## src/rtl/id_exe_pipe_stage.sv

```systemverilog
`default_nettype none
// ============================================================================
// Module      : id_exe_pipe_stage
// Description : ID/EXE pipeline register with a valid/ready handshake, a
//               one-entry skid buffer, flush, bubble gating and stall counter.
// Revision    : 1.0 - initial release
// ============================================================================

module id_exe_pipe_stage #(
    parameter int WORD_LEN     = 32,
    parameter int REG_ADDR_LEN = 5,
    parameter int EXE_CMD_LEN  = 4,
    parameter int CNT_W        = 16
) (
    input  logic                    clk,
    input  logic                    rst,
    input  logic                    flush,

    input  logic                    in_valid,
    output logic                    in_ready,
    input  logic                    mem_r_en_in,
    input  logic                    mem_w_en_in,
    input  logic                    wb_en_in,
    input  logic                    br_taken_in,
    input  logic [EXE_CMD_LEN-1:0]  exe_cmd_in,
    input  logic [REG_ADDR_LEN-1:0] dest_in,
    input  logic [REG_ADDR_LEN-1:0] src1_in,
    input  logic [REG_ADDR_LEN-1:0] src2_in,
    input  logic [WORD_LEN-1:0]     st_val_in,
    input  logic [WORD_LEN-1:0]     val1_in,
    input  logic [WORD_LEN-1:0]     val2_in,
    input  logic [WORD_LEN-1:0]     pc_in,

    output logic                    out_valid,
    input  logic                    out_ready,
    output logic                    mem_r_en,
    output logic                    mem_w_en,
    output logic                    wb_en,
    output logic                    br_taken,
    output logic [EXE_CMD_LEN-1:0]  exe_cmd,
    output logic [REG_ADDR_LEN-1:0] dest,
    output logic [REG_ADDR_LEN-1:0] src1,
    output logic [REG_ADDR_LEN-1:0] src2,
    output logic [WORD_LEN-1:0]     st_val,
    output logic [WORD_LEN-1:0]     val1,
    output logic [WORD_LEN-1:0]     val2,
    output logic [WORD_LEN-1:0]     pc,
    output logic [CNT_W-1:0]        stall_cnt
);

    typedef struct packed {
        logic                    mem_r_en;
        logic                    mem_w_en;
        logic                    wb_en;
        logic                    br_taken;
        logic [EXE_CMD_LEN-1:0]  exe_cmd;
        logic [REG_ADDR_LEN-1:0] dest;
        logic [REG_ADDR_LEN-1:0] src1;
        logic [REG_ADDR_LEN-1:0] src2;
        logic [WORD_LEN-1:0]     st_val;
        logic [WORD_LEN-1:0]     val1;
        logic [WORD_LEN-1:0]     val2;
        logic [WORD_LEN-1:0]     pc;
    } entry_t;

    // State bits are {skid valid, main valid}; 2'b10 cannot be reached.
    typedef enum logic [1:0] {
        ST_EMPTY = 2'b00,
        ST_ONE   = 2'b01,
        ST_FULL  = 2'b11
    } state_t;

    localparam logic [CNT_W-1:0] c_cnt_max = '1;

    state_t           state_q, state_d;
    entry_t           main_q, main_d;
    entry_t           skid_q, skid_d;
    entry_t           in_entry;
    logic             in_ready_q, in_ready_d;
    logic [CNT_W-1:0] stall_cnt_q, stall_cnt_d;
    logic             m_v;
    logic             in_fire;
    logic             out_fire;

    assign m_v      = state_q[0];
    assign in_fire  = in_valid & in_ready_q;
    assign out_fire = m_v & out_ready;

    always_comb begin
        in_entry          = '0;
        in_entry.mem_r_en = mem_r_en_in;
        in_entry.mem_w_en = mem_w_en_in;
        in_entry.wb_en    = wb_en_in;
        in_entry.br_taken = br_taken_in;
        in_entry.exe_cmd  = exe_cmd_in;
        in_entry.dest     = dest_in;
        in_entry.src1     = src1_in;
        in_entry.src2     = src2_in;
        in_entry.st_val   = st_val_in;
        in_entry.val1     = val1_in;
        in_entry.val2     = val2_in;
        in_entry.pc       = pc_in;
    end

    always_comb begin
        state_d = state_q;
        main_d  = main_q;
        skid_d  = skid_q;
        if (flush) begin
            state_d = ST_EMPTY;
        end else begin
            case (state_q)
                ST_EMPTY: begin
                    if (in_fire) begin
                        state_d = ST_ONE;
                        main_d  = in_entry;
                    end
                end
                ST_ONE: begin
                    if (in_fire && out_ready) begin
                        main_d = in_entry;
                    end else if (in_fire) begin
                        state_d = ST_FULL;
                        skid_d  = in_entry;
                    end else if (out_ready) begin
                        state_d = ST_EMPTY;
                    end
                end
                ST_FULL: begin
                    // in_ready is low here, so only the drain path exists.
                    if (out_ready) begin
                        state_d = ST_ONE;
                        main_d  = skid_q;
                    end
                end
                default: begin
                    state_d = ST_EMPTY;
                end
            endcase
        end
        in_ready_d = ~state_d[1];
    end

    always_comb begin
        stall_cnt_d = stall_cnt_q;
        if (m_v && !out_ready && (stall_cnt_q != c_cnt_max)) begin
            stall_cnt_d = stall_cnt_q + 1'b1;
        end
    end

    always_ff @(posedge clk) begin
        if (!rst) begin
            state_q     <= ST_EMPTY;
            main_q      <= '0;
            skid_q      <= '0;
            in_ready_q  <= 1'b1;
            stall_cnt_q <= '0;
        end else begin
            state_q     <= state_d;
            main_q      <= main_d;
            skid_q      <= skid_d;
            in_ready_q  <= in_ready_d;
            stall_cnt_q <= stall_cnt_d;
        end
    end

    assign in_ready  = in_ready_q;
    assign out_valid = m_v;
    // Control fields are forced low during bubbles; data fields are left as-is.
    assign mem_r_en  = main_q.mem_r_en & m_v;
    assign mem_w_en  = main_q.mem_w_en & m_v;
    assign wb_en     = main_q.wb_en    & m_v;
    assign br_taken  = main_q.br_taken & m_v;
    assign exe_cmd   = main_q.exe_cmd;
    assign dest      = main_q.dest;
    assign src1      = main_q.src1;
    assign src2      = main_q.src2;
    assign st_val    = main_q.st_val;
    assign val1      = main_q.val1;
    assign val2      = main_q.val2;
    assign pc        = main_q.pc;
    assign stall_cnt = stall_cnt_q;

endmodule

`default_nettype wire

```

## config.mk

```make
export PLATFORM = sky130hd
export DESIGN_NAME = id_exe_pipe_stage
export DESIGN_NICKNAME = d
export VERILOG_FILES = /design/src/rtl/id_exe_pipe_stage.sv
export SDC_FILE = /design/constraint.sdc
export NUM_CORES = 1
export LEC_CHECK = 0
export CAP_MARGIN = 0
export CORE_MARGIN = 2
export CORE_UTILIZATION = 35
export CTS_CLUSTER_DIAMETER = 100
export DETAILED_ROUTE_END_ITERATION = 8
export PLACE_DENSITY = 0.6
export SYNTH_ARGS = -nofsm -noshare
export SYNTH_HDL_FRONTEND = slang
export SYNTH_SLANG_ARGS = --single-unit
```

## constraint.sdc

```tcl
create_clock -name clk -period 2.1 [get_ports clk]
set_input_delay 0.525 -clock clk [delete_from_list [all_inputs] [get_ports clk]]
set_output_delay 0.525 -clock clk [all_outputs]
set_load 0.02 [all_outputs]
```

* Word-level counts from Yosys, hierarchy flattened
Index checks and enable logic that the tools add are counted.
Widths: inputs -> output; s select.
** Word-level totals
- Register bits :: 321
- Bits in latches :: 0
- RAM bits :: 0
- Memory bits (read-only) :: 0
- Input bits :: 156
- Output and inout port bits :: 169
- Logic and storage cells :: 67
- Memories :: 0
** Operators by class
- Add/sub/neg operators :: 1
- Multipliers :: 0
- Div/mod/pow operators :: 0
- Order comparisons :: 0
- Equal/unequal tests :: 8
- Shifts and indexed selects :: 0
- Multiplexer cells :: 11
- Bitwise gates (word level) :: 9
- Reduce and logical (&&, ||, !) cells :: 10
** Operators with widths (count)
- $mux 151 :: 3
- $pmux 151 s3 :: 1
- $add 16x1->16 const B :: 1
- $ne 16x16->1 const B :: 1
- $mux 2 :: 6
- $ne 2x2->1 const B :: 4
- $reduce_and 4->1 :: 2
- $pmux 2 s3 :: 1
- $and 1x1->1 :: 5
- $reduce_and 5->1 :: 1
- $not 1->1 :: 4
- $logic_and 1x1->1 :: 3
- $ne 3x3->1 const B :: 1
- $reduce_bool 3->1 :: 1
- $eq 2x1->1 const B :: 1
- $eq 2x2->1 const B :: 1
- $logic_not 2->1 :: 1
- $reduce_or 2->1 :: 1
- $logic_not 1->1 :: 1

* Logic depth before layout (Yosys ltp)
Gate-level depths: netlist of the first run.
- Word-level depth :: 6
- Depth in mapped cells :: 8
- Depth with buffers taken out :: 5

* Least setup slack after synthesis of the first run
OpenSTA, ideal clock, no wires.
- Path type :: flip-flop to flip-flop
- From :: reg state_q[0]
- To :: reg stall_cnt_q[15], in the netlist stall_cnt[15]
- Library setup time :: 0.070 ns
- Arrival :: 1.723 ns
- Data required time :: 2.030 ns
- Setup slack :: 0.306 ns
- Stages on the path, launching flop included :: 7
- Buffers on the path :: 2
- Clock period less this slack :: 1.794 ns
- Cell sequence :: dfxtp_1 > buf_2 > and4b_1 > buf_2 > nand4_1 > or4_1 > a21oi_1
** Between the ends
- Word-level cells in the longest chain between the ends :: 2
** Ends and longest elaborated chain
- start, declared :: RTL line 75 : state_t state_q, state_d;
- start signal, assigned :: RTL line 159 : state_q <= state_d;
- $logic_and 1x1->1 (2 in series) :: RTL line 146 : if (m_v && !out_ready && (stall_cnt_q != c_cnt_max)) begin
- end signal, assigned :: RTL line 163 : stall_cnt_q <= stall_cnt_d;
- end, declared :: RTL line 80 : logic [CNT_W-1:0] stall_cnt_q, stall_cnt_d;
Every way passes these cells.
A chain may end at the register's enable or synchronous reset.

* Final worst setup path of the first run
- From :: reg main_q (netlist bit pc[29])
- To :: out pc[29]
** RTL lines
- start, declared :: RTL line 76 : entry_t main_q, main_d;
- start signal, assigned :: RTL line 160 : main_q <= main_d;
- end, declared :: RTL line 47 : output logic [WORD_LEN-1:0] pc,
No word-level cell between the ends.

==> results of run 1 <==
==> state kept, by name, indices dropped and copies added, names as in the netlist <==
signal and count:
dest 5, exe_cmd 4, in_ready 1, main_q 4, pc 32, skid_q 151, src1 5, src2 5
st_val 32, stall_cnt 16, state_q 2, val1 32, val2 32
==> cell type report <==
type	instances	share of cell area
Multi-Input combinational cell	1145	0.3094
Inverter	4	0.001225
Clock buffer	56	0.06434
Antenna cell	2	0.0002723
Clock inverter	13	0.009395
Sequential cell	321	0.3501
Tap cell	518	0.03527
Timing Repair Buffer	408	0.2300
==> where the power goes <==
part	leakage [nW]	switching, mW	internal (mW)
clock network	0.676	2.60	4.40
registers	2.62	0.134	6.32
logic	3.35	0.919	0.910
total	6.64	3.65	11.6
==> Yosys cell counts, types with 2 or more instances <==
cell,n,area (µm²)
or3_1,8,50.05
clkbuf_1,100,375.4
nand2b_1,3,18.77
mux2i_1,3,30.03
nor2_1,156,585.6
buf_4,147,1104
a311oi_1,152,1331
or4_1,4,30.03
o31ai_1,4,30.03
o21ai_0,7,35.03
a211oi_1,2,15.01
and2_1,5,31.28
dfxtp_1,321,6426
buf_2,53,265.3
nand3_1,155,775.7
nand2_1,463,1738
inv_1,3,11.26
a21oi_1,163,815.8
nand4_1,6,37.54
==> metal layers <==
metal	track usage	routed length [µm]	up-vias
met5	0	0	-
met4	0.06178	1047	0
met3	0.04061	2489	66
met2	0.3103	19550	337
met1	0.2545	18050	5919
li1	-	-	6216
==> metrics by stage <==
stage,setup TNS (ns),util
6_report,0,0.4733
3_5_place_dp,-70.49,0.4338
4_1_cts,0,0.4687
5_1_grt,0,0.4732
2_1_floorplan,0,-
3_3_place_gp,-59.66,0.4338
==> final timing paths <==
| path | end | depth (start not counted) | slack [ns] |
|---|---|---|---|
| setup / recovery | pc[29] | 1 | 0.05 |
| hold / removal | skid_q[61] | 2 | 0.45 |
| setup reg to reg | st_val[4] | 10 | 0.07 |
| hold reg to reg | skid_q[61] | 2 | 0.45 |
==> tightest hold or removal path, delay by kind of cell, from the launching register on <==
kind	cells	cell delay, ns
AOI/OAI and AO/OA	1	0.05
DFF	1	0.31
and+or+nand+nor	1	0.05
==> placed cells by master, fill, tap and decap left out, types with 5 or more instances in the layout <==
master and n:
o21ai_0 7, and2_1 5, clkdlybuf4s50_1 297, a21oi_1 163, nor2_1 156, buf_4 52
dlygate4sd2_1 20, clkinv_2 7, nand3_1 155, clkbuf_1 5, buf_12 21, clkbuf_8 10
dfxtp_1 319, a311oi_1 152, nand4_1 6, or3_1 7, nand2_1 463, clkbuf_16 43
==> logic make-up after synthesis <==
| family | Yosys count | synth area share |
|---|---|---|
| flip-flops | 321 | 0.4646 |
| multiplexers | 3 | 0.002171 |
| AO/OA/AOI/OAI | 332 | 0.1638 |
| buffers and inverters | 304 | 0.1272 |
| AND/OR/NAND/NOR | 808 | 0.2406 |
| adder cells (fa/ha/maj) | 1 | 0.0009045 |
| XOR/XNOR | 1 | 0.0006334 |
==> repair_timing <==
action,4_1_cts,5_1_grt
setup buffers,5,7
cloned,0,3
gates resized for setup,30,16
pin swaps,1,17
endpoints found under the setup margin,23,29
==> impl_results.md, run 1 <==
* Share of post-route cells with drive strength above 1 at 0.08166
* CP Buf/Inv Count at 1
* Final min period at between 2 and 2.5 ns
* Routability cong. at 0.7490
* Num CTS Buffers at 38
* Critical Path Start Type: flop
* Number of synthesis warnings at 0
* Footprint of the multi-input gates at 5687 µm²
* CTS Hold Buffers Added at 0
* Initial Utilization at 0.3562
* Primary FF master, synth: dfxtp_1
* Cell Count, Final, Fillers Out at about 2500
* Mean Syn Cell Area at between 7 and 8 µm²
* Max-slew violations at 0
* Slew @ Worst Pin at approximately 0.90 ns
* Status: finished clean
* Post-synth cell types at 34
* Async SR Flop Fraction at 0
* Type of the worst min-delay path: flop to flop
* Clock tree buffer depth at 3
* Port buffer count at approximately 320
* Worst EP required at roughly 1.6 ns
* Post-synthesis cell count at 1770
* Post-synthesis sequential area ratio at 0.4646
* Overall routed net length at between 40000 and 50000 µm
* GRT Util Overall at 0.1915
* Vias in the first global route at roughly 12000
* Fillcell total at between 3000 and 4000
* FP Rows at between 70 and 80
* DR WL/cell at approximately 17 µm
* Largest net degree at the start of global routing at 152
* Skew final at roughly 0.012 ns
* Critical Path Start: pc[29]
* DR iter-0 viols at ~570
* Syn-to-layout area delta at 32.87%
* Clock transition at path regs at 0.06 ns
* Worst R2R Start: state_q[0]
* First-pass GRT wire length at ~64000 µm
* Initial antenna violation count at 3
* Pleak at roughly 6.6 nW
* Final setup vio count at 0
* RSZ-0062 raised after global routing: no
* Total power at between 15 and 20 mW
* Core area at 38830 µm²
* Final period util at 0.9782
* Reg area at between 6000 and 7000 µm²
* Kind of critical path: flop to primary output
* CP arrival at between 1.5 and 2 ns
* CP endpoint kind: primary output
* Drt drc at 0
* Fin. Hold Viols at 0
* Min-delay src: skid_q[61]
* Mapped cell area at 13830 µm²
* Worst-Skew Late Latency at between 0.5 and 0.6 ns
* Syn nets at around 1900
* Final worst setup slack at 0.04588 ns
* DRT antenna net count at 0
* Die height at about 200 µm
* EDFF count, synth at 0
* Grt ovf at 0
* Die ar. at ~40000 µm²
* Slew headroom at 0.4017
* Pwr per Cell Area at about 830 nW/µm²
* Final instance area at ~18000 µm²
* H-tree depth at 2
* Pre-CTS WS at -0.3067 ns
* Maximum VDD drop at 0.0004921 V
* Net count, final at 2075
* Vias at 12538
* CP max-delay cell: clkdlybuf4s50_1
* Vias per inst at between 5 and 6
* CTS tree: built
* CTS sink cnt at 321
* Placed instance area at between 15000 and 20000 µm²
* Max_cap viols at 0
* Die width at slightly above 200 µm
* Synth Register Bits at approximately 320
* Post-detail-place hpwl at around 26000 µm
* Max frequency at between 0.4 and 0.5 GHz
* DR pass1 iterations at 9
* Critical path's top delay family: buffers and inverters
* Root Buffer: clkbuf_16
* Slowest stage delay, CP at approximately 0.63 ns
* Hold slack at around 0.45 ns
* Worst path cell trace: clkdlybuf4s50_1
* # IOs at between 300 and 400
* Placed insts at approximately 2400
* Crit-path max FO at 2
No activity file was read; power rests on OpenSTA's default activity.
==> run 2: changes to the inputs <==
- ABC_AREA: default -> 1
- PLACE_DENSITY: 0.6 -> 0.59
==> run 2 against run 1 <==
Net effect:
- first-iteration DRC count grew 19%
- synthesized cell count rose by 17%
- wire length down 0.38%
- setup slack worse by 0.0088 ns
- fmax decreased by 0.43%
- critical path depth did not move
- combinational power about the same
- core utilization fell by 1.5 points
- area after synthesis is 2.7% higher
- clock power shrank 8.9%
- flip-flop and latch count unchanged
- largest cell class unchanged
- highest routed layer is now met5
==> impl_results.md, run 2 <==
* Status: finished clean
* Final min period at 2.063 ns (+0.008815 ns)
* CP Buf/Inv Count at 1 (unchanged)
* Most frequent cells in the layout: nor2_1 (540), nand2_1 (421), dfxtp_1 (320), clkdlybuf4s50_1 (286), o21ai_0 (257)
* Placed insts at 2681 (+13%)
* DR WL/cell at 14.92 µm (-11%)
* CP endpoint kind: primary output
* Initial antenna violation count at 7 (+4)
* FP Rows at 73 (+1.4%)
* Overall routed net length at 40990 µm (-0.38%)
* Final worst setup slack at 0.03706 ns (-0.008815 ns)
* Critical Path Start Type: flop
* Slowest stage delay, CP at 0.62 ns (about the same)
* Met2 Use GR at 0.3164 (+0.006063)
* DRT antenna net count at 0 (unchanged)
* Port buffer count at 324 (unchanged)
* Syn nets at 2223 (+15%)
* Drt drc at 0 (unchanged)
* Total power at 14.67 mW (-3.9%)
* First-pass GRT wire length at 64580 µm (+0.32%)
* Vias at 12939 (+3.2%)
* Worst path cell trace: clkdlybuf4s50_1
* Net count, final at 2353 (+13%)
* Fillcell total at 3983 (+5.5%)
* Reg with most FFs: skid_q
* Initial Utilization at 0.3559 (-0.0003620)
* Worst EP required at 1.57 ns (about the same)
* Clock tree buffer depth at 3 (unchanged)
* Async SR Flop Fraction at 0 (unchanged)
* CP max-delay cell: clkdlybuf4s50_1
* Maximum VDD drop at 0.0004651 V (-5.5%)
* Syn-to-layout area delta at 28.87%
* Final setup vio count at 0 (unchanged)
* Root Buffer: clkbuf_16
* Synth Register Bits at 321 (unchanged)
* Vias in the first global route at 12165 (+4.5%)
* Core area at 39910 µm² (+2.8%)
* Worst-Skew Late Latency at 0.53 ns (about the same)
* Routability cong. at 0.7980 (+6.5%)
* Cell Count, Final, Fillers Out at 2747 (+11%)
* Final instance area at 18300 µm² (-0.40%)
* Placed instance area at 17100 µm² (+1.5%)
* # IOs at 325 (unchanged)
* Max_cap viols at 0 (unchanged)
* Largest register FFs at 151 (unchanged)
* Hold slack at 0.4379 ns (-0.01496 ns)
* Post-synthesis sequential area ratio at 0.4524 (-0.01220)
* Final period util at 0.9824 (+0.004197)
* GRT Util Overall at 0.1898 (-0.001692)
* Mean Syn Cell Area at 6.875 µm² (-12%)
* DR iter-0 viols at 683 (+19%)
* Count leader, synth: nor2_1
* Met3 usage at 0.04989 (+0.009279)
* CTS tree: built
* CP arrival at 1.54 ns (about the same)
* Clock transition at path regs at 0.06 ns (about the same)
* Pleak at 7.856 nW (+18%)
* Max-slew violations at 0 (unchanged)
* DR pass1 iterations at 5 (-4)
* Commonest cells in the netlist: nor2_1 (540), nand2_1 (421), dfxtp_1 (321)
* Setup_tns at 0 ns (unchanged)
* Slew @ Worst Pin at 0.8810 ns (-0.01651 ns)
* Fin. Hold Viols at 0 (unchanged)
* Met1 global-route usage at 0.2371 (-0.01737)
* Slew headroom at 0.4127 (+0.01101)
* Die height at 205.5 µm (+1.3%)
* Area leader, netlist: dfxtp_1
* Pre-CTS WS at -0.08775 ns (+0.2189 ns)
* Kind of critical path: flop to primary output
* CTS sink cnt at 321 (unchanged)
* Post CTS Setup Buffer Count at 0 (-5)
* H-tree depth at 2 (unchanged)
* Die width at 205.5 µm (+1.3%)
* Final core area utilization at 0.4586 (-0.01474)
* Share of post-route cells with drive strength above 1 at 0.04869 (-0.03297)
* Most common cell after layout, fill and taps aside: nor2_1
* Post-detail-place hpwl at 26240 µm (+0.96%)
* Num CTS Buffers at 38 (unchanged)
* Vias per inst at 4.710 (-7.3%)
* Die ar. at 42210 µm² (+2.6%)
* Max frequency at 0.4847 GHz (-0.43%)
* Top cell type's share of synthesized area at 0.4524 (-0.01220)
* Type of the worst min-delay path: primary input to flop
* Mapped cell area at 14200 µm² (+2.7%)
* EDFF count, synth at 0 (unchanged)
* Layer carrying the most global-route usage: met2
* Number of synthesis warnings at 0 (unchanged)
* Grt ovf at 0 (unchanged)
* RSZ-0062 raised after global routing: no
* Critical path's top delay family: buffers and inverters
* Largest net degree at the start of global routing at 196 (+29%)
* Crit-path max FO at 2 (unchanged)
* Primary FF master, synth: dfxtp_1
* Skew final at 0.008396 ns (-0.003785 ns)
* Pwr per Cell Area at 801.6 nW/µm² (-3.6%)
* CTS Hold Buffers Added at 0 (unchanged)
* Post-synth cell types at 24 (-29%)
* Post-synthesis cell count at 2066 (+17%)
* Synth area leaders: dfxtp_1 (45%), nor2_1 (14%), nand2_1 (11%)
-- run 2: changes by cell type in the layout (fill, tap and decap cells not counted), moves of 7 or more --
| cell | before | now |
|---|---|---|
| a21oi_1 | 163 | 56 |
| a311oi_1 | 152 | 0 |
| buf_4 | 52 | 23 |
| clkdlybuf4s50_1 | 297 | 286 |
| dlymetal6s2s_1 | 4 | 12 |
| inv_1 | 3 | 64 |
| nand2_1 | 463 | 421 |
| nand3_1 | 155 | 12 |
| nor2_1 | 156 | 540 |
| o21ai_0 | 7 | 257 |
| o21ai_1 | 0 | 91 |
| or3_1 | 7 | 0 |
-- run 2: path summary, 6_finish.rpt --
| kind | depth (start not counted) | start | slack, ns | endpoint |
|---|---|---|---|---|
| hold / removal | 3 | rst | 0.44 | val1[23] |
| setup reg to reg | 6 | state_q[0] | 0.22 | st_val[27] |
| hold reg to reg | 2 | skid_q[128] | 0.44 | skid_q[128] |
| setup / recovery | 1 | val1[0] | 0.04 | val1[0] |
-- run 2: final cells by class --
cell class,instances,area [µm²],area share
diodes,4,10.01,0.0005469
multi-input cells,1398,5883,0.3214
inverters,67,259.0,0.01415
clock inverters,6,58.81,0.003213
repair buffers,370,3876,0.2118
clock buffers,56,1132,0.06186
flip-flops and latches,321,6427,0.3512
well taps,525,656.9,0.03589
-- run 2: routing by layer --
| layer | vias to the layer above | routed length [µm] |
|---|---|---|
| met1 | 5904 | 18030 |
| met2 | 334 | 18980 |
| met3 | 71 | 2854 |
| li1 | 6624 | - |
| met5 | - | 39 |
| met4 | 6 | 1074 |
-- run 2: cell families after synthesis --
logic type               Yosys count  share of synthesized area
adder cells (fa/ha/maj)            1                  0.0008808
XOR/XNOR                           6                   0.003700
AO/OA/AOI/OAI                    406                     0.1434
buffers and inverters            347                     0.1352
flip-flops                       321                     0.4524
AND/OR/NAND/NOR                  985                     0.2644
-- run 2: worst register-to-register path: cells and delay by family (launching register included) --
family	cells	cell delay, ns
AO/OA/AOI/OAI	1	0.34
buffers and inverters	2	0.79
AND/OR/NAND/NOR	3	0.28
flip-flops	1	0.37
-- run 2: power breakdown --
group / internal (mW) / total (mW) / switching (mW) / leakage [nW]
clock network: 3.83 / 6.37 / 2.54 / 0.587
logic: 0.880 / 1.82 / 0.942 / 4.65
registers: 6.34 / 6.48 / 0.138 / 2.62
total: 11.0 / 14.7 / 3.62 / 7.86
-- run 2: timing repair --
action / 4_1_cts / 5_1_grt
endpoints found under the setup margin: 25 / 21
gates resized for setup: 26 / 13
endpoints found under the hold margin: 0 / 0
==> RTL change 1: new RTL, config.mk and constraints of run 2 <==
Make the reset (`rst`) asynchronous in one clocked block.
--- a/src/rtl/id_exe_pipe_stage.sv
+++ b/src/rtl/id_exe_pipe_stage.sv
@@ -148,7 +148,7 @@
         end
     end
 
-    always_ff @(posedge clk) begin
+    always_ff @(posedge clk or negedge rst) begin
         if (!rst) begin
             state_q     <= ST_EMPTY;
             main_q      <= '0;
Function: not settled (the Yosys comparison gave no result); the edit may change what the design does.
==> RTL change 1 against run 2 <==
Sequential share of layout area up 5.7 points; synthesized area up 8.3%; wire length down 8.6%; cell area up 7.6%; highest routed layer unchanged; setup slack worse by 0.0012 ns; first-iteration DRC count up 23%; sequential cell count unchanged; clock skew about the same; register-to-register slack better by 0.08 ns.
Power is not compared: it rests on default switching activity, and its combinational part moved more than twofold at a synthesized area within 25%.
==> RTL change 1: results <==
[status]
outcome = "finished, final reports clean"

[floorplanning]
core-area_um2 = 43300

[critical_path]
crit_end = "val1[15]"
reg2reg_slack_ns = 0.30
startpoint = "val1[15]$_DFFE_PN0P_"
max_stage_delay_ns = 0.64
r2r-end = "val2[17]$_DFFE_PN0P_"
reg2reg_depth = 7

[global_route]
grtUsageTotal = 0.165
first_global_vias = 11700
grt_first_pass_wirelength_um = 60300
grt_max_degree = 105
globalRouteMet3Util = 0.0362
antenna_found_initial = 3
grt_use_met1 = 0.220

[finish]
drive_gt1_frac = 0.0544
fin_cells = 2700
nNetsFinal = 2245
largest_reg_flops = 151

[placed_design]
dpl.hpwl_um = 25500
dpl.cell_count = 2631
routabilityCongestion = 0.820

[yosys]
synthXorXnorAreaFrac = 0.00399
synth_compound_area_frac = 0.150
syn_inst = 1925
seq_area_frac_synth = 0.522
async_flop_share = 1.00
synth-main-ff-cell = "dfrtp_1"
synthTopCellsByArea = "dfrtp_1 (52%), o21ai_0 (9.7%), nand2_1 (9.3%), buf_4 (8.0%), inv_1 (7.8%)"

[detailed_routing]
wl_per_cell_um = 13.9
wl_met2_um = 17100
post_drt_via_cell_ratio = 4.43
wl_met3_um = 2250

[sta]
skew_ns = 0.00868
tightest_slew_ns = 0.458

[clocking]
cts_buffers = 39

[min_path]
hold_path_class = "primary input to asynchronous set/reset pin"
## RTL change 1: changes by cell type in the layout (fill, tap and decap cells not counted), sizes merged, moves of 40 or more
cell,before,now
nor2,542,170
dfrtp,0,320
inv,67,321
dfxtp,321,0
a21oi,56,152
clkdlybuf4s50,286,246
o21ai,348,308
nand2,422,379
## RTL change 1: through the flow
step	power, mW	cell area [um^2]	TNS, ns	worst slack [ns]
after floorplan	11.1	15400	0	0.345
after global placement	12.5	18400	-19.91	-0.145
after detailed placement	12.6	18400	-26.19	-0.183
after CTS	19.7	19600	0	0.000132
after global routing	20.5	19700	-0.00652	-0.00418
final	19.4	19700	0	0.0359
## RTL change 1: how the worst min path moves through the flow
| stage | start | to | slack, ns | depth (start not counted) |
|---|---|---|---|---|
| global placement | skid_q[46]$_DFFE_PN0P_ | skid_q[46]$_DFFE_PN0P_ | 0.47 | 2 |
| finish | rst | stall_cnt[1]$_DFFE_PN0P_ | 0.48 | 2 |
| detailed placement | skid_q[9]$_DFFE_PN0P_ | skid_q[9]$_DFFE_PN0P_ | 0.47 | 2 |
| floorplan | rst | dest[0]$_DFFE_PN0P_ | 0.23 | 0 |
| CTS | rst | skid_q[11]$_DFFE_PN0P_ | 0.48 | 2 |
| global route | skid_q[145]$_DFFE_PN0P_ | skid_q[145]$_DFFE_PN0P_ | 0.50 | 2 |
## RTL change 1: cell type report
cell class / instances / area (um^2)
antenna: 1 / 2.50
clock buffer: 57 / 1200
clock inverter: 10 / 150
fill: 4253 / 23600
inverter: 321 / 1200
multi-input combinational: 1035 / 4580
sequential: 321 / 8040
tap: 585 / 732
timing repair buffer: 370 / 3790
## RTL change 1: what timing repair did
action                     in CTS  in global routing
hold endpoints to repair       35                  0
gates resized for setup        60                 18
setup buffers                   0                  0
setup endpoints to repair      59                 18
hold buffers                    1                  0
==> RTL change 2: new RTL, config.mk and constraints of run 2 <==
Without the edit above. The parameter `WORD_LEN` goes from 32 to 16.
--- a/src/rtl/id_exe_pipe_stage.sv
+++ b/src/rtl/id_exe_pipe_stage.sv
@@ -7,7 +7,7 @@
 // ============================================================================
 
 module id_exe_pipe_stage #(
-    parameter int WORD_LEN     = 32,
+    parameter int WORD_LEN     = 16,
     parameter int REG_ADDR_LEN = 5,
     parameter int EXE_CMD_LEN  = 4,
     parameter int CNT_W        = 16
Interface: changed (8 resized); port bits go from 325 to 197. The function was not compared with the original's and may differ.
==> RTL change 2 against run 2 <==
Sequential cell count decreased by 128; cell area shrank 40%; power down 44%; setup slack gained 0.043 ns; clock power is 48% lower; synthesized area fell by 39%; sequential power is 40% lower; register-to-register slack better by 0.15 ns; wire length decreased by 46%; count of clock-buffer cells in the layout fell by 39.
==> RTL change 2: results <==
[status]
outcome = "finished, final reports clean"

[global_route]
grtUsageTotal = 0.172
grt_max_degree = 100
first_global_vias = 7094

[yosys]
synthAdderAreaFrac = 0.00145
seq_area_frac_synth = 0.447
synthXorXnorAreaFrac = 0.00609
ys_ff_latch = 193
synthTopCellsByArea = "dfxtp_1 (45%), nor2_1 (12%), nand2_1 (10%), o21ai_0 (9.2%), buf_4 (7.6%)"
syn_nets = 1336
avgSynthCellArea_um2 = 6.95
synth_compound_area_frac = 0.164
synth.distinct_cells = 26
yosys-top-cells-count = "nor2_1 (283), nand2_1 (229), dfxtp_1 (193), o21ai_0 (159), buf_4 (87)"

[finish]
synthToLayoutAreaGrowth_pct = 27.4
nonClockBufferCount = 223
multi_input_area_um2 = 3560
n_fill_cell = 2501
clkCellAreaFrac = 0.0542
nNetsFinal = 1418
largest_reg_flops = 87
multi_input_gates = 822
inverters = 68
num_antenna_cells = 1
bufAreaShareNonClock = 0.211
seq-cell-share = 0.351

[pwr]
peakVddDrop_mv = 0.516
power.leakage_nw = 4.59
switchingPower_mw = 2.22

[detailed_routing]
first_pass_iters = 6
vias = 7625
post_drt_via_cell_ratio = 4.59
wl_per_cell_um = 13.4
drtIter0Drc = 418

[clocking]
cts.path.max_buffers = 2
clkTransAtPathRegs_ns = 0.08
cts_resized = 5

[critical_path]
reg2reg_depth = 9
max_stage_delay_ns = 0.66
crit_path_max_fanout = 5

[placed_design]
place_worst_setup_slack_ns = -0.0484
dpl.hpwl_um = 14300
routabilityCongestion = 0.762

[min_path]
min-delay-start = "skid_q[59]$_SDFFE_PN0P_"
min_to = "skid_q[59]$_SDFFE_PN0P_"
whs_path_depth = 2

[sta]
tightest_slew_ns = 0.441
fin_hold_ws_ns = 0.446

[floorplanning]
rows = 57
[RTL change 2: cell types whose count changed in the layout (fill, tap and decap cells not counted), moves of 10 or more]
cell             delta
nor2_1            -257
nand2_1           -192
dfxtp_1           -128
clkdlybuf4s50_1   -100
o21ai_0            -98
o21ai_1            -30
clkbuf_16          -24
dlygate4sd2_1      -21
buf_12             -11
clkbuf_1           -10
[RTL change 2: power groups by stage]
stage | clock network [mW] | registers (mW) | logic [mW]
2_1_floorplan | 0 | 3.94 | 0.663
3_3_place_gp | 0 | 3.96 | 1.04
3_5_place_dp | 0 | 3.96 | 1.05
4_1_cts | 3.42 | 3.88 | 1.06
5_1_grt | 3.56 | 3.89 | 1.15
6_report | 3.31 | 3.88 | 1.04
[RTL change 2: routing by layer]
metal	routed length (um)	track usage	up-vias
li1	-	-	4018
met1	10600	0.223	3419
met2	9960	0.279	174
met3	1470	0.0511	14
met4	237	0.0471	0
met5	0	0	-
